--- src/rtl/fpu_lzd_norm_shifter_pkg.sv ---
// Shared LZD constants: operand/count widths, pair-vector layout and nibble merge helper.
package fpu_lzd_norm_shifter_pkg;

  localparam int unsigned DATA_W   = 32;
  localparam int unsigned CNT_W    = 6;
  localparam int unsigned PAIR_CNT = 16;
  localparam int unsigned NIB_CNT  = PAIR_CNT / 2;
  localparam int unsigned BYTE_CNT = NIB_CNT / 2;
  localparam int unsigned VAL_OFS  = 1;
  localparam int unsigned POS_OFS  = 0;

  typedef struct packed {
    logic       v;
    logic [1:0] cnt;
  } lzd_nib_t;

  // Merge two adjacent {val,pos} pairs (hi pair in pv[3:2]) into a nibble result.
  function automatic lzd_nib_t lzd_nib(input logic [3:0] pv);
    lzd_nib_t r;
    r.v   = pv[2+VAL_OFS] | pv[VAL_OFS];
    r.cnt = pv[2+VAL_OFS] ? {1'b0, pv[2+POS_OFS]} : {1'b1, pv[POS_OFS]};
    return r;
  endfunction

endpackage

--- src/rtl/fpu_lzd_norm_shifter_if.sv ---
// Valid/ready stream carrying the integer + pair vector in and the normalized result out.
interface fpu_lzd_norm_shifter_if;
  import fpu_lzd_norm_shifter_pkg::*;

  logic              in_valid;
  logic              in_ready;
  logic [DATA_W-1:0] in_data;
  logic [DATA_W-1:0] in_pos_val;
  logic              out_valid;
  logic              out_ready;
  logic [DATA_W-1:0] out_norm;
  logic [CNT_W-1:0]  out_lzc;
  logic              out_zero;

  modport master (
    output in_valid, in_data, in_pos_val, out_ready,
    input  in_ready, out_valid, out_norm, out_lzc, out_zero
  );

  modport slave (
    input  in_valid, in_data, in_pos_val, out_ready,
    output in_ready, out_valid, out_norm, out_lzc, out_zero
  );
endinterface

--- src/rtl/fpu_lzd_merge.sv ---
// Hi/lo merge cell: combines two W-bit leading-zero counts into one (W+1)-bit count.
module fpu_lzd_merge #(
  parameter int unsigned W = 2
) (
  input  logic         v_hi,
  input  logic [W-1:0] cnt_hi,
  input  logic         v_lo,
  input  logic [W-1:0] cnt_lo,
  output logic         v,
  output logic [W:0]   cnt
);
  assign v   = v_hi | v_lo;
  assign cnt = v_hi ? {1'b0, cnt_hi} : {1'b1, cnt_lo};
endmodule

--- src/rtl/fpu_lzd_norm_shifter.sv ---
// 3-stage pipeline: pair vector -> byte counts -> full LZC -> left-normalized integer.
module fpu_lzd_norm_shifter
  import fpu_lzd_norm_shifter_pkg::*;
(
  input  logic                  clk,
  input  logic                  rst_l,
  fpu_lzd_norm_shifter_if.slave bus
);

  lzd_nib_t          nib [NIB_CNT];
  logic [BYTE_CNT-1:0] byte_v;
  logic [2:0]        byte_cnt [BYTE_CNT];

  logic              s1_valid;
  logic [DATA_W-1:0] s1_data;
  logic [BYTE_CNT-1:0] s1_bv;
  logic [2:0]        s1_bcnt [BYTE_CNT];

  logic [1:0]        half_v;
  logic [3:0]        half_cnt [2];
  logic              word_v;
  logic [4:0]        word_cnt;
  logic [CNT_W-1:0]  lzc_c;

  logic              s2_valid;
  logic [DATA_W-1:0] s2_data;
  logic [CNT_W-1:0]  s2_lzc;
  logic              s2_zero;

  logic              out_valid;
  logic [DATA_W-1:0] out_norm;
  logic [CNT_W-1:0]  out_lzc;
  logic              out_zero;

  logic              out_en;
  logic              s2_en;
  logic              s1_en;

  // Each stage may load when the stage after it is empty or moving on this cycle.
  assign out_en = ~out_valid | bus.out_ready;
  assign s2_en  = ~s2_valid | out_en;
  assign s1_en  = ~s1_valid | s2_en;

  always_comb begin
    for (int n = 0; n < NIB_CNT; n++) begin
      nib[n] = lzd_nib(bus.in_pos_val[4*n +: 4]);
    end
  end

  for (genvar b = 0; b < BYTE_CNT; b++) begin : g_byte
    fpu_lzd_merge #(.W(2)) u_byte (
      .v_hi   (nib[2*b+1].v),
      .cnt_hi (nib[2*b+1].cnt),
      .v_lo   (nib[2*b].v),
      .cnt_lo (nib[2*b].cnt),
      .v      (byte_v[b]),
      .cnt    (byte_cnt[b])
    );
  end

  for (genvar h = 0; h < 2; h++) begin : g_half
    fpu_lzd_merge #(.W(3)) u_half (
      .v_hi   (s1_bv[2*h+1]),
      .cnt_hi (s1_bcnt[2*h+1]),
      .v_lo   (s1_bv[2*h]),
      .cnt_lo (s1_bcnt[2*h]),
      .v      (half_v[h]),
      .cnt    (half_cnt[h])
    );
  end

  fpu_lzd_merge #(.W(4)) u_word (
    .v_hi   (half_v[1]),
    .cnt_hi (half_cnt[1]),
    .v_lo   (half_v[0]),
    .cnt_lo (half_cnt[0]),
    .v      (word_v),
    .cnt    (word_cnt)
  );

  assign lzc_c = word_v ? CNT_W'(word_cnt) : CNT_W'(DATA_W);

  always_ff @(posedge clk or negedge rst_l) begin
    if (!rst_l) begin
      s1_valid  <= 1'b0;
      s1_data   <= '0;
      s1_bv     <= '0;
      for (int b = 0; b < BYTE_CNT; b++) s1_bcnt[b] <= '0;
      s2_valid  <= 1'b0;
      s2_data   <= '0;
      s2_lzc    <= '0;
      s2_zero   <= 1'b0;
      out_valid <= 1'b0;
      out_norm  <= '0;
      out_lzc   <= '0;
      out_zero  <= 1'b0;
    end else begin
      if (s1_en) begin
        s1_valid <= bus.in_valid;
        if (bus.in_valid) begin
          s1_data <= bus.in_data;
          s1_bv   <= byte_v;
          for (int b = 0; b < BYTE_CNT; b++) s1_bcnt[b] <= byte_cnt[b];
        end
      end
      if (s2_en) begin
        s2_valid <= s1_valid;
        if (s1_valid) begin
          s2_data <= s1_data;
          s2_lzc  <= lzc_c;
          s2_zero <= ~word_v;
        end
      end
      if (out_en) begin
        out_valid <= s2_valid;
        if (s2_valid) begin
          out_norm <= s2_zero ? '0 : s2_data << s2_lzc[4:0];
          out_lzc  <= s2_lzc;
          out_zero <= s2_zero;
        end
      end
    end
  end

  assign bus.in_ready  = s1_en;
  assign bus.out_valid = out_valid;
  assign bus.out_norm  = out_norm;
  assign bus.out_lzc   = out_lzc;
  assign bus.out_zero  = out_zero;

endmodule
--- src/flat_wrapper.sv ---
// flat-port wrapper written by rule: the top's interface ports become plain ports
module fpu_lzd_norm_shifter_flat import fpu_lzd_norm_shifter_pkg::*;
  (clk, rst_l, bus_in_valid, bus_in_data, bus_in_pos_val, bus_out_ready, bus_in_ready, bus_out_valid, bus_out_norm, bus_out_lzc, bus_out_zero);
  fpu_lzd_norm_shifter_if bus_i ();
  input  logic clk;
  input  logic rst_l;
  input wire logic [$bits(bus_i.in_valid)-1:0] bus_in_valid;
  input wire logic [$bits(bus_i.in_data)-1:0] bus_in_data;
  input wire logic [$bits(bus_i.in_pos_val)-1:0] bus_in_pos_val;
  input wire logic [$bits(bus_i.out_ready)-1:0] bus_out_ready;
  output wire logic [$bits(bus_i.in_ready)-1:0] bus_in_ready;
  output wire logic [$bits(bus_i.out_valid)-1:0] bus_out_valid;
  output wire logic [$bits(bus_i.out_norm)-1:0] bus_out_norm;
  output wire logic [$bits(bus_i.out_lzc)-1:0] bus_out_lzc;
  output wire logic [$bits(bus_i.out_zero)-1:0] bus_out_zero;
  assign bus_i.in_valid = bus_in_valid;
  assign bus_i.in_data = bus_in_data;
  assign bus_i.in_pos_val = bus_in_pos_val;
  assign bus_i.out_ready = bus_out_ready;
  assign bus_in_ready = bus_i.in_ready;
  assign bus_out_valid = bus_i.out_valid;
  assign bus_out_norm = bus_i.out_norm;
  assign bus_out_lzc = bus_i.out_lzc;
  assign bus_out_zero = bus_i.out_zero;
  fpu_lzd_norm_shifter u_core (.clk(clk), .rst_l(rst_l), .bus(bus_i));
endmodule
--- config.mk ---
export PLATFORM = sky130hd
export DESIGN_NAME = fpu_lzd_norm_shifter_flat
export DESIGN_NICKNAME = d
export VERILOG_FILES = /design/src/rtl/fpu_lzd_norm_shifter_pkg.sv /design/src/rtl/fpu_lzd_norm_shifter_if.sv /design/src/rtl/fpu_lzd_merge.sv /design/src/rtl/fpu_lzd_norm_shifter.sv /design/src/flat_wrapper.sv
export SDC_FILE = /design/constraint.sdc
export NUM_CORES = 1
export LEC_CHECK = 0
export ABC_AREA = 1
export CELL_PAD_IN_SITES_DETAIL_PLACEMENT = 2
export CELL_PAD_IN_SITES_GLOBAL_PLACEMENT = 2
export CORE_ASPECT_RATIO = 1.75
export CORE_MARGIN = 10
export CORE_UTILIZATION = 30
export DETAILED_ROUTE_END_ITERATION = 8
export PLACE_DENSITY_LB_ADDON = 0.1
export SYNTH_ARGS = -nofsm -noshare
export SYNTH_HDL_FRONTEND = slang
export SYNTH_SLANG_ARGS = --single-unit
--- constraint.sdc ---
create_clock -name clk -period 1.75 [get_ports clk]
set_input_delay 0.35 -clock clk [delete_from_list [all_inputs] [get_ports clk]]
set_output_delay 0.35 -clock clk [all_outputs]
set_load 0.005 [all_outputs]
==> results of run 1 <==
==> cells in the mapped netlist <==
cell type / count / area, um2
nand3_1: 191 / 956
o21ai_1: 3 / 15.0
nor2_4: 2 / 22.5
inv_2: 6 / 22.5
a22o_1: 5 / 43.8
nor3_1: 6 / 30.0
a41oi_1: 2 / 17.5
o21ai_0: 23 / 115
buf_4: 8 / 60.1
o221ai_1: 2 / 17.5
a21boi_1: 1 / 7.51
buf_2: 14 / 70.1
a21oi_1: 7 / 35.0
a21o_1: 1 / 7.51
nand3b_1: 2 / 15.0
nor2_2: 1 / 6.26
a22oi_1: 5 / 37.5
nand2_4: 1 / 11.3
nor2_1: 28 / 105
nand2_1: 361 / 1360
clkinv_1: 1 / 3.75
inv_1: 28 / 105
clkbuf_1: 23 / 86.3
nand2_2: 2 / 12.5
o22ai_1: 3 / 18.8
dfrtp_1: 127 / 3180
buf_1: 2 / 7.51
or2_2: 1 / 6.26
o31ai_1: 5 / 37.5
o211ai_1: 4 / 30.0
nand4_1: 1 / 6.26
==> power by group through the flow <==
stage / Clock [mW] / Sequential [mW] / Combinational, mW
floorplan: 0 / 4.24 / 3.30
global placement: 0 / 4.32 / 5.73
detailed placement: 0 / 4.38 / 5.95
CTS: 3.85 / 4.35 / 6.08
global route: 3.97 / 4.45 / 6.76
finish: 3.77 / 4.33 / 6.03
==> path summary, 6_finish.rpt <==
path	from	end	slack, ns	depth (start not counted)
min in group clk	bus_in_data[31]	u_core.s1_data[31]	0.45	3
setup reg to reg	u_core.s2_lzc[0]	u_core.bus.out_norm[30]	0.10	10
setup / recovery	u_core.bus.out_norm[28]	bus_out_norm[28]	0.06	1
max in group asynchronous	rst_l	u_core.s1_bcnt[4]	0.85	3
hold / removal	rst_l	u_core.s2_data[24]	0.37	2
hold reg to reg	u_core.s1_data[0]	u_core.s2_data[0]	0.48	2
==> cell usage in the layout (no fill, tap or decap), types with 2 or more instances in the layout <==
| cell type | netlist | final |
|---|---|---|
| a21oi_1 | 7 | 5 |
| a21oi_2 | 0 | 2 |
| a22o_1 | 5 | 5 |
| a22oi_1 | 5 | 5 |
| a41oi_1 | 2 | 2 |
| buf_12 | 0 | 12 |
| buf_4 | 8 | 30 |
| buf_6 | 0 | 2 |
| bufinv_16 | 0 | 3 |
| clkbuf_16 | 0 | 17 |
| clkdlybuf4s50_1 | 0 | 106 |
| clkinv_4 | 0 | 5 |
| dfrtp_1 | 127 | 126 |
| inv_1 | 28 | 28 |
| inv_2 | 6 | 6 |
| inv_6 | 0 | 4 |
| nand2_1 | 361 | 357 |
| nand2_2 | 2 | 5 |
| nand2_4 | 1 | 2 |
| nand3_1 | 191 | 191 |
| nand3b_1 | 2 | 2 |
| nor2_1 | 28 | 27 |
| nor2_4 | 2 | 3 |
| nor3_1 | 6 | 6 |
| o211ai_1 | 4 | 4 |
| o21ai_0 | 23 | 23 |
| o21ai_2 | 0 | 2 |
| o221ai_1 | 2 | 2 |
| o22ai_1 | 3 | 3 |
| o31ai_1 | 5 | 5 |
==> state kept, by name (all words and copies together) (netlist names) <==
signal,flops
u_core.bus.out_lzc,5
u_core.bus.out_norm,32
u_core.bus.out_valid,1
u_core.bus.out_zero,1
u_core.s1_bcnt,12
u_core.s1_bv,4
u_core.s1_data,32
u_core.s1_valid,1
u_core.s2_data,32
u_core.s2_lzc,5
u_core.s2_valid,1
u_core.s2_zero,1
==> stage by stage <==
step           utilization [%]  setup TNS (ns)
5_1_grt                   41.7               0
2_1_floorplan                -               0
6_report                  41.7               0
3_3_place_gp              38.4          -10.02
3_5_place_dp              38.4          -16.72
4_1_cts                   41.5               0
==> final cells by class <==
type	count	area, um2	area share [%]
clock buffer	18	439	5.01
clock inverter	14	181	2.07
inverter	35	131	1.50
multi-input combinational	657	2950	33.6
sequential	127	3180	36.3
tap	252	315	3.60
timing repair buffer	152	1570	17.9
==> what timing repair did <==
| action | CTS | global route |
|---|---|---|
| pin swaps | 0 | 2 |
| setup buffers | 1 | 0 |
| hold buffers | 1 | 0 |
| gates resized for setup | 7 | 9 |
| setup endpoints to repair | 4 | 7 |
| endpoints found under the hold margin | 16 | 0 |
==> kinds of logic (layout without fill, tap and decap cells) <==
group,Yosys count,in the layout,share of synthesized area (%)
simple gates,596,596,39.2
buf+inv,82,219,5.52
compound gates,61,61,5.94
flops,127,127,49.3
==> per-layer routing <==
metal | up-vias | wire (um) | GRT usage (%) | share of wire [%]
met2 | 120 | 13900 | 35.3 | 57
met5 | - | 0 | 0 | 0
met1 | 3196 | 8900 | 17.8 | 37
met4 | 0 | 797 | 8.24 | 3.3
li1 | 3088 | - | - | -
met3 | 40 | 687 | 3.17 | 2.8
==> impl_metrics.env, run 1 <==
export IMPL_status="finished, final reports clean"
export IMPL_io_buffers=108
export IMPL_htreeDepth=4
export IMPL_synthesis_nets=934
export IMPL_endpoint_kind="output port"
export IMPL_period_share_pct=96.6
export IMPL_fp_dieH_um=214
export IMPL_ys_seq_area_share_pct=49.3
export IMPL_gr_total_overflow=0
export IMPL_drive_gt1_share_pct=9.87
export IMPL_required_ns=1.40
export IMPL_cap_viol_max_count=0
export IMPL_crit_buf_inv=1
export IMPL_design_area_um2=8760
export IMPL_finish_net_count=1058
export IMPL_core_area_um2=21000
export IMPL_cts_tree="built"
export IMPL_viasPerCell=5.13
export IMPL_via_count=6444
export IMPL_dp_cells=1221
export IMPL_grt_use_total_pct=18.1
export IMPL_grt_max_degree=39
export IMPL_hold_viol=0
export IMPL_grt_antenna_before_repair=0
export IMPL_clock_latency_ns=0.43
export IMPL_row_count=70
export IMPL_power_switching_share_pct=40.4
export IMPL_period_needed_ns=1.69
export IMPL_ant_nets=0
export IMPL_intPower_mw=8.41
export IMPL_leakage_nw=4.28
export IMPL_drcViolationCount=0
export IMPL_yosys_warnings=0
export IMPL_clk_pin_slew_worst_paths_ns=0.06
export IMPL_cpPeakStageDelay_ns=0.53
export IMPL_cp_top_family="buffers and inverters"
export IMPL_worstPathMaxFanout=2
export IMPL_vdd_ir_drop_worst_v=0.000704
export IMPL_die_w_um=131
export IMPL_cts_root_buf="clkbuf_16"
export IMPL_layout_cells_non_filler=1255
export IMPL_drtPass1Iterations=6
export IMPL_fmax_mhz=592
export IMPL_criticalPathCategory="flop to output port"
export IMPL_drt_iter0_drc=266
export IMPL_dpl_instance_area_um2=8080
export IMPL_total_power_mw=14.1
export IMPL_cts_inserted_buffers=17
export IMPL_fp_dieArea_um2=28000
export IMPL_io_pins=109
export IMPL_combPwrFrac_pct=42.7
export IMPL_maxSlewViolCount=0
export IMPL_rsz0062_at_grt="false"
export IMPL_antenna_cells=0
export IMPL_clock_skew_ns=0.00770
export IMPL_finalSetupViolCount=0
export IMPL_start_util_pct=30.6
export IMPL_hp_class="input pin to async pin"
export IMPL_n_fill_cell=2425
export IMPL_cpMaxStageDelayCell="clkdlybuf4s50_1"
export IMPL_worst_slack_ns=0.0601
export IMPL_dp_hpwl_um=19100
export IMPL_synth_seq_cells=127
export IMPL_finalWirelength_um=24300
export IMPL_dp_slack_ns=-0.268
export IMPL_grt_pass1_vias=7462
export IMPL_tightest_slew_ns=0.346
export IMPL_area_growth_pct=36.0
export IMPL_p_clk_share_pct=26.7
export IMPL_clock_sinks=127
export IMPL_syn_area_um2=6440
export IMPL_grt_pass1_wl_um=39900
export IMPL_powerDensity_nw_per_um2=1610
export IMPL_cts_max_path_buffers=2
export IMPL_critPathLaunchType="flop"
export IMPL_seqPwrFrac_pct=30.6
export IMPL_arrival_ns=1.34
export IMPL_place_congestion=0.967
export IMPL_crit_chain="clkdlybuf4s50_1"
export IMPL_relSlewSlack_pct=76.9
export IMPL_syn_inst=866
export IMPL_wl_per_cell_um=19.4
export IMPL_p_sw_mw=5.71
export IMPL_avgSynthCellArea_um2=7.44
export IMPL_yosys_cell_types_count=31
export IMPL_holdWs_ns=0.369
Power figures use the tool's default switching activity.
==> inputs of run 2 (changes only) <==
--- a/config.mk
+++ b/config.mk
@@ -13,6 +13,8 @@
 export CORE_UTILIZATION = 30
 export DETAILED_ROUTE_END_ITERATION = 8
 export PLACE_DENSITY_LB_ADDON = 0.1
+export SKIP_LAST_GASP = 1
 export SYNTH_ARGS = -nofsm -noshare
 export SYNTH_HDL_FRONTEND = slang
+export SYNTH_HIERARCHICAL = 1
 export SYNTH_SLANG_ARGS = --single-unit
==> impl_metrics.env, run 2 <==
export IMPL_netlist_top_cells_count="nand2_1 (312), nand3_1 (212), dfrtp_1 (127)"
export IMPL_dp_cells=1219
export IMPL_place_congestion=0.901
export IMPL_start_util_pct=30.6
export IMPL_tightest_slew_ns=0.515
export IMPL_total_power_mw=14.0
export IMPL_cts_inserted_buffers=17
export IMPL_finalSetupTns_ns=-0.00235
export IMPL_n_fill_cell=2517
export IMPL_via_count=6120
export IMPL_dpl_instance_area_um2=8200
export IMPL_ys_top_cells_by_area="dfrtp_1 (48%), nand2_1 (18%), nand3_1 (16%), mux2_2 (8.0%), buf_2 (1.5%)"
export IMPL_drive_gt1_share_pct=14.7
export IMPL_worstPathMaxFanout=4
export IMPL_worst_slack_ns=-0.00235
export IMPL_syn_area_um2=6630
export IMPL_clk_pin_slew_worst_paths_ns=0.06
export IMPL_vdd_ir_drop_worst_v=0.000687
export IMPL_met3_length_um=644
export IMPL_period_share_pct=100
export IMPL_synth_main_ff_cell="dfrtp_1"
export IMPL_synth_most_common_cell="nand2_1"
export IMPL_grt_max_degree=88
export IMPL_dr_wl_met2_um=13000
export IMPL_layout_commonest_cell="nand2_1"
export IMPL_required_ns=1.40
export IMPL_grt_use_total_pct=16.5
export IMPL_ant_nets=0
export IMPL_clock_skew_ns=0.0122
export IMPL_holdPathStages=2
export IMPL_highest_layer="met4"
export IMPL_violations="negative setup slack"
export IMPL_htreeDepth=4
export IMPL_drt_iter0_drc=238
export IMPL_wl_per_cell_um=18.5
export IMPL_yosys_cell_types_count=25
export IMPL_endpoint_kind="output port"
export IMPL_avgSynthCellArea_um2=8.00
export IMPL_syn_inst=829
export IMPL_die_w_um=132
export IMPL_row_count=71
export IMPL_cts_max_path_buffers=2
export IMPL_grt_pass1_wl_um=38300
export IMPL_io_buffers=108
export IMPL_ys_async_sr_fraction_pct=100
export IMPL_r2r_cells=7
export IMPL_finish_net_count=1016
export IMPL_finalSetupViolCount=1
export IMPL_hp_class="flop to flop"
export IMPL_fp_dieH_um=217
export IMPL_arrival_ns=1.40
export IMPL_core_area_um2=21700
export IMPL_viasPerCell=4.88
export IMPL_clock_sinks=127
export IMPL_cts_root_buf="clkbuf_16"
export IMPL_cap_viol_max_count=0
export IMPL_layout_common_cells="nand2_1 (312), nand3_1 (212), dfrtp_1 (127), clkdlybuf4s50_1 (105), mux2_2 (47)"
export IMPL_critPathLaunchType="input pin"
export IMPL_design_area_um2=8810
export IMPL_synth_top_area_share_pct=47.9
export IMPL_grt_antenna_before_repair=0
export IMPL_io_pins=109
export IMPL_area_growth_pct=32.8
export IMPL_yosys_area_top_type="dfrtp_1"
export IMPL_drcViolationCount=0
export IMPL_dp_slack_ns=-0.271
export IMPL_layout_cells_non_filler=1253
export IMPL_relSlewSlack_pct=65.7
export IMPL_ys_seq_area_share_pct=47.9
export IMPL_powerDensity_nw_per_um2=1590
export IMPL_finalWirelength_um=23200
export IMPL_hold_viol=0
export IMPL_antenna_cells=0
export IMPL_synthesis_nets=897
export IMPL_dp_hpwl_um=18300
export IMPL_fp_dieArea_um2=28700
export IMPL_m1WireLength_um=8900
export IMPL_status="complete, but fails checks"
export IMPL_drtPass1Iterations=5
export IMPL_grt_pass1_vias=6972
export IMPL_synth_seq_cells=127
export IMPL_maxSlewViolCount=0
export IMPL_cts_tree="built"
export IMPL_clock_latency_ns=0.42
export IMPL_fmax_mhz=571
export IMPL_period_needed_ns=1.75
export IMPL_criticalPathCategory="input pin to output port"
export IMPL_synth_edf_count=0
export IMPL_gr_total_overflow=0
export IMPL_reg_top3="u_core/bus.out_norm (32), u_core/s1_data (32), u_core/s2_data (32)"
export IMPL_rsz0062_at_grt="true"
export IMPL_yosys_warnings=6
export IMPL_leakage_nw=4.16
==> run 2: changes by cell type after synthesis, sizes merged, moves of 5 or more <==
cell and delta:
o21ai -11, nor2 -19, inv -6, o31ai -5, clkbuf -10, mux2 +47, nand3 +21, nor3 -5
nand2 -47, or2 +14, buf +9
==> run 2: path summary, 6_finish.rpt <==
check	from	to	slack, ns
max in group asynchronous	rst_l	u_core/bus.out_lzc[5]	0.81
min	u_core/s1_data[23]	u_core/s2_data[23]	0.47
max reg2reg	u_core/bus.out_valid	u_core/s1_bcnt[8]	0.06
max	bus_out_ready	bus_in_ready	-0.002
min in group asynchronous	rst_l	u_core/s1_data[8]	0.52
min reg2reg	u_core/s1_data[23]	u_core/s2_data[23]	0.47
==> run 2: kinds of logic (layout without fill, tap and decap cells) <==
logic type / count (synthesis) / count (layout) / share of synthesized area (%)
simple gates: 559 / 559 / 36.7
buf+inv: 75 / 207 / 5.70
compound gates: 21 / 21 / 1.68
mux: 47 / 47 / 7.98
flops: 127 / 127 / 47.9
==> run 2: where the power goes <==
group          leakage [nW]  internal [mW]  switching (mW)
clock                 0.280           2.17            1.34
combinational          2.32           2.44            3.61
sequential             1.55           3.79           0.619
total                  4.16           8.40            5.57
==> run 2: routing by layer <==
layer  vias to the layer above  global-route usage (%)
li1                       2966                       -
met1                      3022                    17.1
met2                       107                    31.1
met3                        25                    3.17
met4                         0                    7.25
met5                         -                       0
==> run 2: layout make-up <==
type / instances / area (um2) / area share [%]
sequential: 127 / 3180 / 36.1
multi-input combinational: 627 / 3090 / 35.0
timing repair buffer: 146 / 1490 / 16.9
clock inverter: 10 / 113 / 1.28
tap: 292 / 365 / 4.15
inverter: 29 / 111 / 1.26
clock buffer: 22 / 464 / 5.27
==> run 2: repair_timing <==
action / CTS / global route
hold buffers: 1 / 0
buffers inserted: 0 / 1
pin swaps: 0 / 1
setup endpoints to repair: 2 / 5
resized for setup: 3 / 5
hold endpoints to repair: 13 / 0
==> run 2: critical path, cell delays in order <==
cell and delay, ns:
clkdlybuf4s50_1 0.43, inv_2 0.08, nand2_4 0.07, nor2_4 0.13, nand2_2 0.07, dlygate4sd2_1 0.27
==> run 2: stage by stage <==
| step | hold WS (ns) | util [%] |
|---|---|---|
| after floorplan | 0.0544 | - |
| after global placement | 0.431 | 37.8 |
| after detailed placement | 0.445 | 37.8 |
| after CTS | 0.483 | 40.6 |
| after global routing | 0.505 | 40.6 |
| final | 0.473 | 40.6 |
==> inputs of run 3 (changes only) <==
==> constraint.sdc (replaced) <==
create_clock -name clk -period 2 [get_ports clk]
set_input_delay 0.4 -clock clk [delete_from_list [all_inputs] [get_ports clk]]
set_output_delay 0.4 -clock clk [all_outputs]
set_load 0.005 [all_outputs]
==> impl_metrics.env, run 3 (synthesis results as in run 2) <==
export IMPL_status="finished, final reports clean"
export IMPL_criticalPathCategory="input pin to output port"
export IMPL_crit_chain="clkdlybuf4s50_1 -> inv_1 -> nand2_2 -> nor2_2 -> nand2_2 -> dlygate4sd2_1"
export IMPL_tightest_slew_ns=0.495
export IMPL_crit_path_start="bus_out_ready"
export IMPL_cpPeakStageDelay_ns=0.40
export IMPL_ant_nets=0
export IMPL_row_count=71
export IMPL_cp_common_cell="nand2_2"
export IMPL_r2r_cells=8
export IMPL_arrival_ns=1.47
export IMPL_cts_inserted_buffers=17
export IMPL_design_area_um2=8660
export IMPL_via_count=6152
export IMPL_fp_dieH_um=217
export IMPL_leakage_nw=4.07
export IMPL_vdd_ir_drop_worst_v=0.000527
export IMPL_power_switching_share_pct=40.2
export IMPL_cts_root_buf="clkbuf_16"
export IMPL_cpMaxStageDelayCell="clkdlybuf4s50_1"
export IMPL_combPwrFrac_pct=42.5
export IMPL_place_congestion=0.884
export IMPL_critPathLaunchType="input pin"
export IMPL_period_share_pct=93.4
export IMPL_reg_top3="u_core/bus.out_norm (32), u_core/s1_data (32), u_core/s2_data (32)"
export IMPL_rsz0062_at_grt="false"
export IMPL_relSlewSlack_pct=66.8
export IMPL_htreeDepth=4
export IMPL_cts_max_path_buffers=2
export IMPL_post_cts_buffers=0
export IMPL_layout_common_cells="nand2_1 (312), nand3_1 (212), dfrtp_1 (127), clkdlybuf4s50_1 (106), mux2_2 (47)"
export IMPL_hold_viol=0
export IMPL_layout_commonest_cell="nand2_1"
export IMPL_grt_use_total_pct=16.4
export IMPL_drcViolationCount=0
export IMPL_drive_gt1_share_pct=13.5
export IMPL_viasPerCell=4.97
export IMPL_crit_buf_inv=3
export IMPL_finalWirelength_um=23000
export IMPL_powerDensity_nw_per_um2=1390
export IMPL_cp_top_family="buffers and inverters"
export IMPL_clock_sinks=127
export IMPL_intPower_mw=7.17
export IMPL_clk_pin_slew_worst_paths_ns=0.06
export IMPL_p_sw_mw=4.83
export IMPL_total_power_mw=12.0
export IMPL_clock_latency_ns=0.42
export IMPL_dp_hpwl_um=18100
export IMPL_seqPwrFrac_pct=32.1
export IMPL_holdPathStages=2
export IMPL_core_area_um2=21700
export IMPL_period_needed_ns=1.87
export IMPL_required_ns=1.60
export IMPL_antenna_cells=0
export IMPL_maxSlewViolCount=0
export IMPL_crit_reg2reg_launch="u_core/s2_lzc[0]"
export IMPL_wl_per_cell_um=18.6
export IMPL_cts_tree="built"
export IMPL_p_clk_share_pct=25.3
export IMPL_fmax_mhz=536
export IMPL_finalSetupTns_ns=0
export IMPL_drtPass1Iterations=4
export IMPL_cap_viol_max_count=0
export IMPL_grt_antenna_before_repair=0
export IMPL_fp_dieArea_um2=28700
export IMPL_grt_pass1_wl_um=38200
export IMPL_clock_skew_ns=0.00804
export IMPL_drt_iter0_drc=239
export IMPL_hp_class="flop to flop"
export IMPL_io_pins=109
export IMPL_finish_net_count=1002
export IMPL_area_growth_pct=30.5
export IMPL_dpl_instance_area_um2=8070
export IMPL_io_buffers=108
export IMPL_grt_pass1_vias=7210
export IMPL_grt_max_degree=89
export IMPL_critical_path_depth=6
export IMPL_finalSetupViolCount=0
export IMPL_start_util_pct=30.6
export IMPL_gr_total_overflow=0
export IMPL_worstPathMaxFanout=4
export IMPL_endpoint_kind="output port"
export IMPL_die_w_um=132
export IMPL_worstHoldStart="u_core/s1_data[20]"
-- run 3: changes by cell type in the layout (fill, tap and decap cells not counted), sizes merged --
cell | before | now
buf | 38 | 24
clkbuf | 22 | 19
clkdlybuf4s50 | 105 | 106
clkinvlp | 2 | 3
dlygate4sd2 | 2 | 1
inv | 28 | 30
-- run 3: final cells by class --
cell class                      instances  area (um2)
Multi-Input combinational cell        627        3080
Fill cell                            2516       13000
Tap cell                              292         365
Timing Repair Buffer                  132        1350
Sequential cell                       127        3180
Inverter                               29         109
Clock buffer                           19         443
Clock inverter                         13         138
-- run 3: metal layers --
layer  vias up  GRT usage (%)  share of wire [%]
met1      3062           16.4                 38
li1       2942              -                  -
met3        33           2.96                2.9
met2       115           31.1                 56
met5         -              0                  0
met4         0           8.80                3.9
-- run 3: metrics by stage --
stage          std cells  hold slack (ns)  utilization (%)  setup WS [ns]
2_1_floorplan        829            0.104                -          0.569
3_3_place_gp        1206            0.396             37.2        -0.0454
3_5_place_dp        1206            0.398             37.2        -0.0830
4_1_cts             1239            0.486             39.9          0.113
5_1_grt             1239            0.509             39.9         0.0225
6_report            1239            0.475             39.9          0.133
-- run 3: repair_timing --
| item | CTS | global route |
|---|---|---|
| hold buffers | 1 | 0 |
| gates resized for setup | 1 | 0 |
| setup endpoints to repair | 1 | 0 |
| hold endpoints to repair | 39 | 0 |
-- run 3: worst min-delay path, delay by kind of cell, from the launching register on --
kind / cells / cell delay (ns)
flops: 1 / 0.34
simple gates: 2 / 0.10
-- run 3: power groups by stage --
stage	Combinational (mW)	Clock [mW]	Sequential, mW
after floorplan	3.06	0	3.76
after global placement	4.99	0	3.84
after detailed placement	5.15	0	3.91
after CTS	5.21	3.14	3.87
after global routing	5.76	3.25	3.97
final	5.10	3.04	3.85
-- run 3: final timing paths --
kind,end,slack (ns)
setup / recovery,bus_in_ready,0.13
hold / removal,u_core/s2_data[20],0.48
setup reg to reg,u_core/bus.out_norm[26],0.28
hold reg to reg,u_core/s2_data[20],0.48
max in group asynchronous,u_core/s2_data[25],1.01
min in group asynchronous,u_core/bus.out_norm[27],0.50
